$ cat config.mk
export PLATFORM = sky130hd
export DESIGN_NAME = io_port_bank_flat
export DESIGN_NICKNAME = d
export VERILOG_FILES = /design/src/rtl/io_port_bank_if.sv /design/src/rtl/io_port_bank.sv /design/src/flat_wrapper.sv
export SDC_FILE = /design/constraint.sdc
export NUM_CORES = 1
export LEC_CHECK = 0
export CORE_MARGIN = 2
export CORE_UTILIZATION = 25
export DETAILED_ROUTE_END_ITERATION = 7
export GPL_ROUTABILITY_DRIVEN = 0
export SLEW_MARGIN = 30
export SYNTH_ARGS = -nofsm -noshare
export SYNTH_HDL_FRONTEND = slang
export SYNTH_SLANG_ARGS = --single-unit
$ cat constraint.sdc
create_clock -name clk -period 2.6 [get_ports clk]
set_input_delay 0.39 -clock clk [delete_from_list [all_inputs] [get_ports clk]]
set_output_delay 0.39 -clock clk [all_outputs]
set_load 0.01 [all_outputs]
$ cat src/rtl/io_port_bank_if.sv
// Processor-side port bus for io_port_bank: address, strobes, write data and registered read data.
interface io_port_bank_if #(
  parameter int unsigned DATA_W    = 8,
  parameter int unsigned PORT_ID_W = 4
) ();

  logic [PORT_ID_W-1:0] port_id;
  logic                 write_strobe;
  logic                 read_strobe;
  logic [DATA_W-1:0]    wr_data;
  logic [DATA_W-1:0]    rd_data;
  logic                 rd_valid;

  modport master (
    output port_id,
    output write_strobe,
    output read_strobe,
    output wr_data,
    input  rd_data,
    input  rd_valid
  );

  modport slave (
    input  port_id,
    input  write_strobe,
    input  read_strobe,
    input  wr_data,
    output rd_data,
    output rd_valid
  );

endinterface

$ cat src/rtl/io_port_bank.sv
// Addressed I/O port bank: synchronised inputs with change flags and maskable irq,
// latched outputs, registered single-cycle reads.
module io_port_bank #(
  parameter int unsigned DATA_W      = 8,
  parameter int unsigned N_IN        = 2,
  parameter int unsigned N_OUT       = 2,
  parameter int unsigned SYNC_STAGES = 2,
  parameter int unsigned PORT_ID_W   = 4
) (
  input  logic                    clk,
  input  logic                    rst,
  io_port_bank_if.slave           bus,
  input  logic [N_IN*DATA_W-1:0]  in_pins,
  output logic [N_OUT*DATA_W-1:0] out_pins,
  output logic                    irq
);

  localparam logic [PORT_ID_W-1:0] ChgAddr  = {{(PORT_ID_W-1){1'b1}}, 1'b0};
  localparam logic [PORT_ID_W-1:0] MaskAddr = '1;
  localparam int unsigned          InW      = N_IN * DATA_W;

  logic [SYNC_STAGES-1:0][InW-1:0] sync_q;
  logic [InW-1:0]                  in_sync;
  logic [InW-1:0]                  prev_q;
  logic [N_IN-1:0]                 chg_q, chg_d, chg_evt, chg_clr;
  logic [N_IN-1:0]                 mask_q, mask_d;
  logic [N_OUT*DATA_W-1:0]         out_q, out_d;
  logic [DATA_W-1:0]               rd_mux, rd_data_q, rd_data_d;
  logic                            rd_valid_q;

  assign in_sync = sync_q[SYNC_STAGES-1];

  always_comb begin
    chg_evt = '0;
    for (int unsigned i = 0; i < N_IN; i++) begin
      chg_evt[i] = in_sync[i*DATA_W +: DATA_W] != prev_q[i*DATA_W +: DATA_W];
    end
  end

  always_comb begin
    out_d   = out_q;
    mask_d  = mask_q;
    chg_clr = '0;
    if (bus.write_strobe) begin
      for (int unsigned i = 0; i < N_OUT; i++) begin
        if (bus.port_id == PORT_ID_W'(i)) out_d[i*DATA_W +: DATA_W] = bus.wr_data;
      end
      if (bus.port_id == ChgAddr)  chg_clr = bus.wr_data[N_IN-1:0];
      if (bus.port_id == MaskAddr) mask_d  = bus.wr_data[N_IN-1:0];
    end
    // A fresh change event beats a same-cycle clear.
    chg_d = (chg_q & ~chg_clr) | chg_evt;
  end

  // Reads see pre-write register state, so same-cycle read/write returns the old value.
  always_comb begin
    rd_mux = '0;
    for (int unsigned i = 0; i < N_IN; i++) begin
      if (bus.port_id == PORT_ID_W'(i)) rd_mux = in_sync[i*DATA_W +: DATA_W];
    end
    if (bus.port_id == ChgAddr)  rd_mux = DATA_W'(chg_q);
    if (bus.port_id == MaskAddr) rd_mux = DATA_W'(mask_q);
    rd_data_d = bus.read_strobe ? rd_mux : rd_data_q;
  end

  always_ff @(posedge clk) begin
    if (rst) begin
      sync_q     <= '0;
      prev_q     <= '0;
      chg_q      <= '0;
      mask_q     <= '0;
      out_q      <= '0;
      rd_data_q  <= '0;
      rd_valid_q <= 1'b0;
    end else begin
      sync_q     <= {sync_q[SYNC_STAGES-2:0], in_pins};
      prev_q     <= in_sync;
      chg_q      <= chg_d;
      mask_q     <= mask_d;
      out_q      <= out_d;
      rd_data_q  <= rd_data_d;
      rd_valid_q <= bus.read_strobe;
    end
  end

  assign out_pins     = out_q;
  assign bus.rd_data  = rd_data_q;
  assign bus.rd_valid = rd_valid_q;
  assign irq          = |(chg_q & mask_q);

endmodule

$ cat src/flat_wrapper.sv
// flat-port wrapper written by rule: the top's interface ports become plain ports
module io_port_bank_flat 
#(
  parameter int unsigned DATA_W      = 8,
  parameter int unsigned N_IN        = 2,
  parameter int unsigned N_OUT       = 2,
  parameter int unsigned SYNC_STAGES = 2,
  parameter int unsigned PORT_ID_W   = 4
)
  (clk, rst, in_pins, out_pins, irq, bus_port_id, bus_write_strobe, bus_read_strobe, bus_wr_data, bus_rd_data, bus_rd_valid);
  io_port_bank_if #(.DATA_W(DATA_W), .PORT_ID_W(PORT_ID_W)) bus_i ();
  input  logic clk;
  input  logic rst;
  input  logic [N_IN*DATA_W-1:0] in_pins;
  output logic [N_OUT*DATA_W-1:0] out_pins;
  output logic irq;
  input wire logic [$bits(bus_i.port_id)-1:0] bus_port_id;
  input wire logic [$bits(bus_i.write_strobe)-1:0] bus_write_strobe;
  input wire logic [$bits(bus_i.read_strobe)-1:0] bus_read_strobe;
  input wire logic [$bits(bus_i.wr_data)-1:0] bus_wr_data;
  output wire logic [$bits(bus_i.rd_data)-1:0] bus_rd_data;
  output wire logic [$bits(bus_i.rd_valid)-1:0] bus_rd_valid;
  assign bus_i.port_id = bus_port_id;
  assign bus_i.write_strobe = bus_write_strobe;
  assign bus_i.read_strobe = bus_read_strobe;
  assign bus_i.wr_data = bus_wr_data;
  assign bus_rd_data = bus_i.rd_data;
  assign bus_rd_valid = bus_i.rd_valid;
  io_port_bank #(.DATA_W(DATA_W), .N_IN(N_IN), .N_OUT(N_OUT), .SYNC_STAGES(SYNC_STAGES), .PORT_ID_W(PORT_ID_W)) u_core (.clk(clk), .rst(rst), .bus(bus_i), .in_pins(in_pins), .out_pins(out_pins), .irq(irq));
endmodule
==> metrics <==
outcome finished, final reports clean; # rows 37; CP arrival 1.41 ns; Synth Register Bits 77; post-synth net total 298; setup_tns 0 ns; chip height 108 µm; GR Util All Layers 0.0980; placement-stage cell area 3400 µm²; I/O pin count 58; drt drc 0; DIE WIDTH 108 µm; Post-Place Cells 445; Worst Path Required 2.21 ns; clock buffer depth 2; share of cells above drive strength 1 0.0864; Final Power 2280 µW; peak supply drop 255 µV; fillers 1062; total die area 11600 µm²; Vias/cell 4.23; synth unique cells 25; RSZ-0062 raised after global routing no; max frequency 555 MHz; Seq/Total Area, Yosys 0.571; Worst-Margin Slew 0.615 ns; dpl hpwl 3.77 mm; global-route wire length before repair 8.60 mm; Critical Path End Type output pin; # setup viols final 0; # resized after CTS 0; Slew HR 0.590; P_leak 0.00135 µW; min cycle time layout 1.80 ns; worst hold slack 0.438 ns; via count 1948; P&R area growth vs syn 33.1%; Final Cycle Share 0.693; syn avg cell area 10.1 µm²; TritonRoute pass-1 iters 4; Crit Path Class flop to output pin; cell taking the most area after synthesis dfxtp_1; antenna viol nets, final 0; post-CTS setup buffers 0; vias in the first global route 1800; CP Launch Type flop; worst-path maximum fanout 3; final non-filler cell area 3590 µm²; Pwr Density 634 nW/µm²; initial core utilization 0.259; Synth Cell Area 2700 µm²; Setup Skew 0.00534 ns; Core Box Area 10400 µm²; htree depth 3; Max Slew Vio Count 0; largest net degree at the start of global routing 44; Cells after Synth 266; Synth area leaders dfxtp_1, nor2b_1, xor2_1, nand3_1, a21oi_1; Final Non-Filler Cells 460; Root Buffer clkbuf_8; Num CTS Buffers 9; Nets 352; CTS Hold Bufs 0; Sink Count 77; top-area cell type share of the netlist area 0.571; Clock Latency Late Sink 0.34 ns; Initial DRC Count 49; Clock transition at path regs 0.08 ns; Synth warnings 0; Fin. Hold Viols 0; GRT Residual Overflow 0; diodes inserted 0; WL/cell 11.8 µm; antenna violations before repair 0; max_cap viols 0; routed wire length 5.42 mm; HP Class flop to flop; CTS tree built; Port-buffer cells 57
==> cells in the mapped netlist <==
library cell / n
or3_1: 1
a31oi_1: 2
nor3_2: 2
o21ai_0: 18
xor2_1: 16
nand3_1: 25
dfxtp_1: 77
nand2b_1: 7
a21oi_1: 24
o31ai_1: 2
nor4_1: 4
and2_1: 1
nand2_1: 1
o221a_1: 2
clkbuf_2: 2
a22o_1: 1
nor2b_1: 50
clkbuf_1: 12
mux2i_1: 4
buf_2: 3
inv_1: 2
mux2_2: 6
nor3_1: 1
nor2_1: 2
and3_2: 1
==> routing by layer <==
metal	GRT usage	part of all wire	wire, µm
met1	0.125	0.48	2620
met3	0.0502	0.076	413
met4	0.0302	0.0076	41
met2	0.144	0.43	2350
met5	0	0	0
==> final timing paths <==
check / from / slack (ns) / depth (start not counted) / endpoint
worst max register to register: u_core.in_sync[5] / 1.49 / 3 / u_core.chg_q[0]
worst min register to register: u_core.sync_q[1] / 0.44 / 1 / u_core.in_sync[1]
worst max-delay path: u_core.mask_q[1] / 0.80 / 2 / irq
worst min-delay path: u_core.sync_q[1] / 0.44 / 1 / u_core.in_sync[1]
==> cells in the final DEF, fill, tap and decap left out, types with 3 or more instances in the layout <==
cell             count
a21oi_1             24
clkbuf_8             9
clkdlybuf4s50_1     56
clkinvlp_4           3
dfxtp_1             77
mux2_2               6
mux2i_1              4
nand2b_1             7
nand3_1             25
nor2b_1             50
nor3_2               3
nor4_1               4
o21ai_0             18
xor2_1              16
==> critical path, cell delays in order, from the launching register on <==
cell and delay, ns:
dfxtp_1 0.38, a22o_1 0.14, clkdlybuf4s50_1 0.55
==> report_power, final <==
group          internal (µW)  switching [µW]
combinational           99.7            82.5
clock                    441             418
sequential              1220            19.2
total                   1760             519
==> layout make-up <==
class                   instances  area [µm²]  area share
clock buffers                  10         128      0.0355
clock inverters                 5        61.3      0.0171
inverters                       2        7.51     0.00209
multi-input cells             170        1080       0.302
flip-flops and latches         77        1540       0.429
well taps                     136         170      0.0474
repair buffers                 60         601       0.167
==> registers in the layout, summed over array words and instances (netlist names) <==
register / count
u_core.out_pins: 16
u_core.chg_q: 2
u_core.sync_q: 16
u_core.bus.rd_data: 8
u_core.mask_q: 2
u_core.prev_q: 16
u_core.in_sync: 16
u_core.bus.rd_valid: 1
==> metrics by stage <==
step / util / setup WS (ns)
2_1_floorplan: - / 1.20
4_1_cts: 0.345 / 0.791
6_report: 0.345 / 0.798
3_5_place_dp: 0.327 / 0.509
5_1_grt: 0.345 / 0.733
3_3_place_gp: 0.327 / 0.575
==> logic make-up (layout without fill, tap and decap cells) <==
group                     count (synthesis)  after routing  synth area share
and+or+nand+nor                          95             95             0.209
DFF                                      77             77             0.571
AOI/OAI and AO/OA                        49             49            0.0997
buffers and inverters                    19             77            0.0287
xor gates and xnor gates                 16             16            0.0519
muxes                                    10             10            0.0399
Note: power is estimated with default switching activity, not from simulation.
